`src/rtl/pipe_stage.sv`:
```
// pipe_stage: generic inter-stage pipeline register with a valid/ready
// handshake, a 2-entry skid buffer and a synchronous flush. The control
// bundle is masked to zero whenever the output holds no valid beat, so a
// downstream stage sees a NOP on bubbles.
module pipe_stage #(
  parameter int DATA_W = 32,
  parameter int CTRL_W = 4
) (
  input  logic              clk_i,
  input  logic              rst_i,
  input  logic              in_valid_i,
  output logic              in_ready_o,
  input  logic [DATA_W-1:0] in_data_i,
  input  logic [CTRL_W-1:0] in_ctrl_i,
  output logic              out_valid_o,
  input  logic              out_ready_i,
  output logic [DATA_W-1:0] out_data_o,
  output logic [CTRL_W-1:0] out_ctrl_o,
  input  logic              flush_i,
  output logic [1:0]        count_o
);

  // The state encoding doubles as the occupancy count.
  typedef enum logic [1:0] {
    ST_EMPTY = 2'd0,
    ST_ONE   = 2'd1,
    ST_TWO   = 2'd2
  } state_t;

  state_t              state_reg, state_next;
  logic [DATA_W-1:0]   main_data_reg, main_data_next;
  logic [CTRL_W-1:0]   main_ctrl_reg, main_ctrl_next;
  logic [DATA_W-1:0]   skid_data_reg, skid_data_next;
  logic [CTRL_W-1:0]   skid_ctrl_reg, skid_ctrl_next;

  logic accept;
  logic drain;

  // Handshake-facing status comes straight from the state register, so
  // in_ready_o never depends combinationally on out_ready_i.
  assign in_ready_o  = (state_reg != ST_TWO);
  assign out_valid_o = (state_reg != ST_EMPTY);
  assign count_o     = state_reg;
  assign out_data_o  = main_data_reg;

  assign accept = in_valid_i & in_ready_o;
  assign drain  = out_valid_o & out_ready_i;

  // Per-bit NOP masking of the control bundle on bubbles.
  generate
    for (genvar gi = 0; gi < CTRL_W; gi++) begin : g_ctrl_mask
      assign out_ctrl_o[gi] = main_ctrl_reg[gi] & out_valid_o;
    end
  endgenerate

  // State and storage registers; reset clears everything immediately.
  always_ff @(posedge clk_i or posedge rst_i) begin
    if (rst_i) begin
      state_reg     <= ST_EMPTY;
      main_data_reg <= '0;
      main_ctrl_reg <= '0;
      skid_data_reg <= '0;
      skid_ctrl_reg <= '0;
    end else begin
      state_reg     <= state_next;
      main_data_reg <= main_data_next;
      main_ctrl_reg <= main_ctrl_next;
      skid_data_reg <= skid_data_next;
      skid_ctrl_reg <= skid_ctrl_next;
    end
  end

  // Next-state and storage update; flush only empties the state and leaves
  // the data registers untouched (a beat accepted alongside it is dropped).
  always_comb begin
    state_next     = state_reg;
    main_data_next = main_data_reg;
    main_ctrl_next = main_ctrl_reg;
    skid_data_next = skid_data_reg;
    skid_ctrl_next = skid_ctrl_reg;

    if (flush_i) begin
      state_next = ST_EMPTY;
    end else begin
      case (state_reg)
        ST_EMPTY: begin
          if (accept) begin
            main_data_next = in_data_i;
            main_ctrl_next = in_ctrl_i;
            state_next     = ST_ONE;
          end
        end
        ST_ONE: begin
          if (accept && drain) begin
            main_data_next = in_data_i;
            main_ctrl_next = in_ctrl_i;
          end else if (accept) begin
            skid_data_next = in_data_i;
            skid_ctrl_next = in_ctrl_i;
            state_next     = ST_TWO;
          end else if (drain) begin
            state_next = ST_EMPTY;
          end
        end
        ST_TWO: begin
          if (drain) begin
            main_data_next = skid_data_reg;
            main_ctrl_next = skid_ctrl_reg;
            state_next     = ST_ONE;
          end
        end
        default: begin
          state_next = ST_EMPTY;
        end
      endcase
    end
  end

endmodule

```
`config.mk`:
```
export PLATFORM = sky130hd
export DESIGN_NAME = pipe_stage
export DESIGN_NICKNAME = d
export VERILOG_FILES = /design/src/rtl/pipe_stage.sv
export SDC_FILE = /design/constraint.sdc
export NUM_CORES = 1
export LEC_CHECK = 0
export CELL_PAD_IN_SITES_DETAIL_PLACEMENT = 0
export CELL_PAD_IN_SITES_GLOBAL_PLACEMENT = 1
export CORE_UTILIZATION = 55
export DETAILED_ROUTE_END_ITERATION = 10
export DONT_BUFFER_PORTS = 1
export PLACE_DENSITY = 0.85
export SYNTH_ARGS = -nofsm -noshare
export SYNTH_HDL_FRONTEND = slang
export SYNTH_SLANG_ARGS = --single-unit
```
`constraint.sdc`:
```
create_clock -name clk_i -period 4.6 [get_ports clk_i]
set_input_delay 0.92 -clock clk_i [delete_from_list [all_inputs] [get_ports clk_i]]
set_output_delay 0.92 -clock clk_i [all_outputs]
set_load 0.01 [all_outputs]
```
==> impl_metrics.py <==
metrics = {
    "clock_tree": {
        "post_cts_buffers": 0,
        "clkSinkCount": 74,
        "cts_resized": 0,
        "cts_root_buf": "clkbuf_8",
        "htree_levels": 3,
        "path_clk_slew_ps": 70,
        "ctsHoldBuffers": 0,
        "cts.path.max_buffers": 2,
        "cts_tree": "yes",
        "cts_made_buffers": 9,
        "insertion_delay_ps": 330,
    },
    "sta": {
        "rsz0062_at_grt": "false",
        "fin_skew_ps": 9.87,
        "slew_headroom_pct": 17.1,
        "final.min_clock_period_ps": 2710,
        "slew_violations": 0,
        "finalSetupTns_ps": 0,
        "layout_setup_ws_ps": 1890,
        "fin_hold_ws_ps": 508,
        "hold_violations": 0,
        "setup_viol": 0,
        "worst_pin_slew_ps": 1240,
        "fmax_mhz": 368,
        "finalCritPeriodShare_pct": 59.0,
    },
    "worst_setup_path": {
        "cp.arrival_ps": 1790,
        "cp_slowest_cell": "nand2b_2",
        "crit_buf_inv": 0,
        "cp.required_ps": 3680,
        "cp-start-kind": "register",
        "cp_max_fo": 38,
        "cp-end-kind": "output pin",
        "critPathKind": "register to output pin",
        "cp_top_family": "simple AND/OR/NAND/NOR gates",
        "critPathMaxStageDelay_ps": 990,
        "cp_cell_sequence": "nand2b_2",
    },
    "die": {
        "initial_core_util_pct": 58.3,
        "core_sq_um": 6060,
        "die_x_um": 82.1,
        "die-height_um": 82.1,
        "boundaryPins": 81,
        "fp.dieArea_sq_um": 6740,
        "num_rows": 28,
    },
    "finish": {
        "layout-drive-gt1-share_pct": 59.9,
        "fill_cells": 448,
        "diodes": 0,
        "finalNetCount": 258,
        "area_growth_pct": 6.27,
        "utilization_pct": 61.9,
    },
    "logic_synthesis": {
        "synth_top_area_share_pct": 52.4,
        "async_flop_share_pct": 100,
        "netlist_top_cells_area": "dfrtp_1 (52%), mux2_4 (21%), mux2_2 (18%)",
        "synth.distinct_cells": 21,
        "synth_top_cell_by_area": "dfrtp_1",
        "synthCells": 214,
        "syn_avg_cell_area_sq_um": 16.5,
        "ys_seq_area_share_pct": 52.4,
        "ys_ff_latch": 74,
        "postSynthNetCount": 255,
        "syn_area_sq_um": 3530,
        "synth-main-ff-cell": "dfrtp_1",
        "synth.yosys.warnings": 0,
        "synth_edf_count": 0,
    },
    "grt": {
        "grt_pass1_vias": 1942,
        "antenna_found_initial": 0,
        "grt_overflow": 0,
        "grt_max_degree": 45,
        "grt_pass1_wl_um": 9320,
        "grt_use_total_pct": 18.9,
    },
    "power_and_ir_drop": {
        "power_mw": 1.79,
        "leakagePower_nw": 1.72,
        "p_per_area_nw_per_um2": 476,
        "swShare_pct": 24.6,
        "peakVddDrop_v": 0.000249,
        "internal_power_mw": 1.35,
        "power_frac_clock_pct": 32.4,
        "p_seq_share_pct": 52.3,
        "comb_power_share_pct": 15.3,
        "p_switching_mw": 0.440,
    },
    "place": {
        "dp_hpwl_um": 4010,
        "routabilityCongestion": 0.664,
        "place_ws_ps": 1710,
        "portBuffers": 0,
    },
    "routing": {
        "viasPerCell": 5.76,
        "drtIter0Drc": 63,
        "drt_pass1_iterations": 4,
        "route.detailed.drc": 0,
        "routed_wl_um": 5910,
        "ant_nets": 0,
        "num_vias": 1712,
        "routedWlPerCell_um": 19.9,
    },
    "run": {
        "drv_cap": 0,
    },
    "min_path": {
        "hp-class": "register to register",
    },
    "status": {
        "outcome": "finished, final reports clean",
    },
}
through the flow:
step	cell area (sq um)	std cells
after floorplan	3530	214
after global placement	3510	281
after detailed placement	3510	281
after CTS	3750	297
after global routing	3750	297
final	3750	297
routing by layer:
layer	GRT usage (%)	routed length, um	up-vias
li1	-	-	761
met1	21.8	2390	884
met2	32.6	3020	58
met3	5.71	436	9
met4	7.37	71	0
met5	0	0	-
power groups by stage:
stage	Sequential, mW	Clock [mW]	Combinational (mW)
final	0.935	0.579	0.274
after global placement	0.935	0	0.262
after detailed placement	0.947	0	0.279
after floorplan	0.914	0	0.254
after global routing	0.956	0.619	0.296
after CTS	0.937	0.589	0.279
cell families (layout without fill, tap and decap cells):
| logic type | after synthesis | count (layout) | synth area share [%] |
|---|---|---|---|
| simple gates | 14 | 14 | 2.34 |
| compound gates | 5 | 5 | 1.28 |
| mux | 108 | 108 | 39.8 |
| flops | 74 | 74 | 52.4 |
| buf+inv | 13 | 21 | 4.18 |
cells in the final DEF (no fill, tap or decap), types with 2 or more instances in the layout:
cell type | synthesis | layout
mux2_4 | 50 | 50
bufinv_16 | 0 | 2
nand2_1 | 2 | 2
nor2_1 | 2 | 2
buf_4 | 1 | 3
clkbuf_8 | 0 | 12
nor2b_1 | 4 | 4
mux2_2 | 58 | 58
dfrtp_1 | 74 | 74
cell type report:
cell class	instances	area (sq um)	share of cell area, %
repair buffers	3	22.5	0.600
clock buffers	12	165	4.40
clock inverters	4	72.6	1.93
well taps	75	93.8	2.50
inverters	2	7.51	0.200
multi-input cells	127	1540	41.0
flip-flops and latches	74	1850	49.3
Yosys cell counts (2+ instances only):
master    count
buf_12        3
buf_6         6
dfrtp_1      74
inv_1         2
mux2_2       58
mux2_4       50
nand2_1       2
nand2b_1      2
nor2_1        2
nor2b_1       4
final timing paths:
check                                 start                end  slack, ps  cells after the start
max                              count_o[0]         in_ready_o       1890                      1
min                        skid_ctrl_reg[0]   skid_ctrl_reg[0]        510                      1
max reg2reg                      count_o[1]      out_data_o[2]       2160                      5
min reg2reg                skid_ctrl_reg[0]   skid_ctrl_reg[0]        510                      1
max in group asynchronous             rst_i     out_data_o[16]       3050                      2
min in group asynchronous             rst_i  skid_data_reg[18]        540                      1
Power figures use the tool's default switching activity.
==> patch 1: new RTL, same settings <==
Take the reset off `main_data_reg` and `skid_data_reg` and load them in a clocked block of their own.
--- a/src/rtl/pipe_stage.sv
+++ b/src/rtl/pipe_stage.sv
@@ -59,5 +59,3 @@
       state_reg     <= ST_EMPTY;
-      main_data_reg <= '0;
       main_ctrl_reg <= '0;
-      skid_data_reg <= '0;
       skid_ctrl_reg <= '0;
@@ -65,7 +63,10 @@
       state_reg     <= state_next;
-      main_data_reg <= main_data_next;
       main_ctrl_reg <= main_ctrl_next;
-      skid_data_reg <= skid_data_next;
       skid_ctrl_reg <= skid_ctrl_next;
     end
+  end
+
+  always_ff @(posedge clk_i) begin
+    main_data_reg <= main_data_next;
+    skid_data_reg <= skid_data_next;
   end
Function: changed (Yosys sat finds a counterexample within 4 cycles, from zero or initial values and one cycle with rst_i high).
==> patch 1 against the original RTL <==
Routed wire length shrank 19%. Sequential share of layout area up 20 points. Area after synthesis is 18% lower. Sequential cell count stayed put. Setup slack improved by 0.18 ns. Design area shrank 17%. First-iteration DRC count is 81% higher. Non-clock buffer count unchanged.
Power is not compared: it rests on default switching activity, and its combinational part moved more than twofold at a synthesized area within 25%.
==> patch 1: results <==
group,metric,value,unit
outcome,status,"complete, no violations",
grt,grt_pass1_wl,7431,um
layout,multi_input_comb_area,658.1,um^2
critical_path,r2r_slack,2.31,ns
layout,inverters,4,
layout,finalNonFillerCells,293,
synth,synth_commonest_cells,"nand2_1, edfxtp_1, dfrtp_1, mux2_4, clkbuf_1",
layout,design.final.nets,259,
layout,final_layout_size_suffix_gt1_share,15.25,%
layout,clkCellAreaFrac,5.174,%
critical_path,r2r_end,"skid_data_reg[16]$_DFFE_PP_",
place,hpwl,3294,um
place,dp_slack,1.968,ns
grt,use_met2,29.33,%
synth,avgSynthCellArea,13.62,um^2
synth,synth.area.top_cells,"edfxtp_1, nand2_1, dfrtp_1",
layout,sh_seq_area,69.63,%
critical_path,crit_start,"count_o[1]$_DFFE_PP0P_",
drt,first_iter_violations,114,
sta,final.setup_skew,0.006973,ns
sta,period_share,55.13,%
grt,grt_max_degree,38,
synth,ys_seq_area_share,75.25,%
synth,ys.flop_type,"edfxtp_1",
place,dpl.cell_count,277,
layout,nMultiInputCombCells,126,
synth,synth_fp_nets,253,
place,gp_congestion,0.6903,
floorplan,die_x,74.45,um
grt,grt.total_usage,18.78,%
critical_path,rr_worst_depth,4,
==> patch 1: changes by cell type after synthesis, moves of 2 or more <==
| cell | before | now |
|---|---|---|
| mux2_4 | 50 | 10 |
| nand2_1 | 2 | 97 |
| clkbuf_1 | 0 | 6 |
| edfxtp_1 | 0 | 64 |
| buf_6 | 6 | 1 |
| buf_12 | 3 | 0 |
| dfrtp_1 | 74 | 10 |
| a21o_1 | 0 | 2 |
| mux2_2 | 58 | 3 |
==> patch 1: logic make-up (layout without fill, tap and decap cells) <==
logic type	after synthesis	after routing	share of synthesized area [%]
AO/OA/AOI/OAI	4	4	0.9534
buffers and inverters	12	23	1.950
flip-flops	74	74	75.25
multiplexers	13	13	6.372
AND/OR/NAND/NOR	109	109	15.48
==> patch 1: critical path, cell delays in order (launching register included) <==
cell	delay (ns)
dfrtp_1	0.48
nor2b_2	0.19
buf_4	0.24
inv_4	0.36
==> patch 2: new RTL, config.mk and constraints unchanged <==
Without the edit above. Change the parameter `DATA_W` from 32 to 64.
--- a/src/rtl/pipe_stage.sv
+++ b/src/rtl/pipe_stage.sv
@@ -5,3 +5,3 @@
 module pipe_stage #(
-  parameter int DATA_W = 32,
+  parameter int DATA_W = 64,
   parameter int CTRL_W = 4
Ports: changed (resized in_data_i and out_data_o); port bits go from 81 to 145. The function was not compared with the original's and may differ.
==> patch 2 against the original RTL <==
Setup slack got worse by 0.23 ns. Total power rose by 90%. Global-route usage rose by 1.6 points. Clock skew fell by 0.0036 ns. Combinational power rose by 65%. Via count rose by 82%. Count of clock-buffer cells in the layout rose by 18. Area after synthesis rose by 73%. Worst hold slack got worse by 0.27 ns. Critical endpoint unchanged. Critical path depth did not move. Sequential power rose by 87%. Sequential cell count rose by 64. Design area rose by 79%. Routed wire length rose by 86%.
==> patch 2: results <==
group,metric,value,unit
layout,diodes,0,
sta,final.setup_skew,0.006255,ns
place,port_buffers,0,
synth,synth_fp_nets,458,
synth,synth_commonest_cells,"mux2_2, dfrtp_1, mux2_4",
critical_path,crit_path_end,"in_ready_o",
sta,worst_slew_pin_slew,1.041,ns
critical_path,worstReg2RegStart,"count_o[1]$_DFFE_PP0P_",
critical_path,cp_max_fo,70,
drt,first_iter_violations,76,
sta,fin_crit,2.945,ns
cts,htree_levels,4,
cts,cts_buffer_depth,2,
grt,grt_pass1_vias,3419,
power_and_ir_drop,ir_drop,0.0002601,V
synth,synth.area.top_cells,"dfrtp_1, mux2_2, mux2_4",
synth,yosys_warnings,0,
place,dpl.cell_count,508,
power_and_ir_drop,switching_share,24.59,%
place,gp_congestion,0.7315,
critical_path,r2r_end,"skid_data_reg[9]$_DFFE_PP0P_",
drt,drc,0,
cts,root_buffer,"clkbuf_8",
min_path,hp-class,"in -> async",
critical_path,worstPathArrival,2.02,ns
cts,clk_latency,0.52,ns
grt,met3_usage,8.898,%
grt,grt.total_usage,20.49,%
sta,finalMaxSlewViolations,0,
critical_path,cp-start-kind,"flip-flop",
synth,synth.distinct_cells,20,
drt,wl_per_cell,20.37,um
synth,ys_seq_area_share,56.58,%
layout,final_layout_size_suffix_gt1_share,59.90,%
critical_path,critPathMaxStageDelay,0.90,ns
place,postPlaceCellArea,6205,um^2
grt,grt_pass1_wl,17660,um
grt,grt_max_degree,71,
power_and_ir_drop,leakagePower,2.941,nW
synth,synthCells,385,
drt,wirelength,10980,um
grt,use_met2,33.78,%
synth,async_flop_share,100.0,%
drt,vias,3110,
critical_path,r2r_slack,2.23,ns
cts,cts_buffers,17,
critical_path,crit_slowest_cell,"nand2b_4",
place,dp_slack,1.857,ns
synth,ys.flop_type,"dfrtp_1",
grt,grtUsageMet1,22.80,%
place,hpwl,7021,um
critical_path,rr_worst_depth,3,
outcome,status,"complete, no violations",
-- patch 2: cell type report --
type / count / area, um^2
clock buffer: 30 / 523.0
clock inverter: 1 / 5.005
fill: 811 / 4108
inverter: 2 / 11.26
multi-input combinational: 223 / 2527
sequential: 138 / 3453
tap: 140 / 175.2
timing repair buffer: 5 / 37.54
-- patch 2: cell families after synthesis --
kind of cell	share of synthesized area [%]
DFF	56.58
AOI/OAI and AO/OA	0.7175
buffers and inverters	2.337
muxes	39.03
and+or+nand+nor	1.333
-- patch 2: metal layers --
layer,wire (um),part of all wire [%]
met4,244,2.2
met3,938,8.5
met1,4204,38
met2,5593,51
met5,0,0
-- patch 2: power by group through the flow --
stage	registers (W)	clock network, W	logic [W]
2_1_floorplan	0.00171	0	0.000409
3_3_place_gp	0.00176	0	0.000434
3_5_place_dp	0.00177	0	0.000460
4_1_cts	0.00176	0.00123	0.000460
5_1_grt	0.00179	0.00129	0.000496
6_report	0.00175	0.00120	0.000451
-- patch 2: worst reg2reg max path: stages (launching register included) --
cell     delay [ns]
dfrtp_1        0.51
nor2b_1        0.30
nand3_4        0.79
mux2_2         0.65
-- patch 2: metrics by stage --
stage / util (%) / hold slack [ns]
3_3_place_gp: 57.24 / 0.4827
4_1_cts: 62.11 / 0.2265
5_1_grt: 62.11 / 0.2442
2_1_floorplan: - / 0.4726
6_report: 62.11 / 0.2417
3_5_place_dp: 57.24 / 0.4898
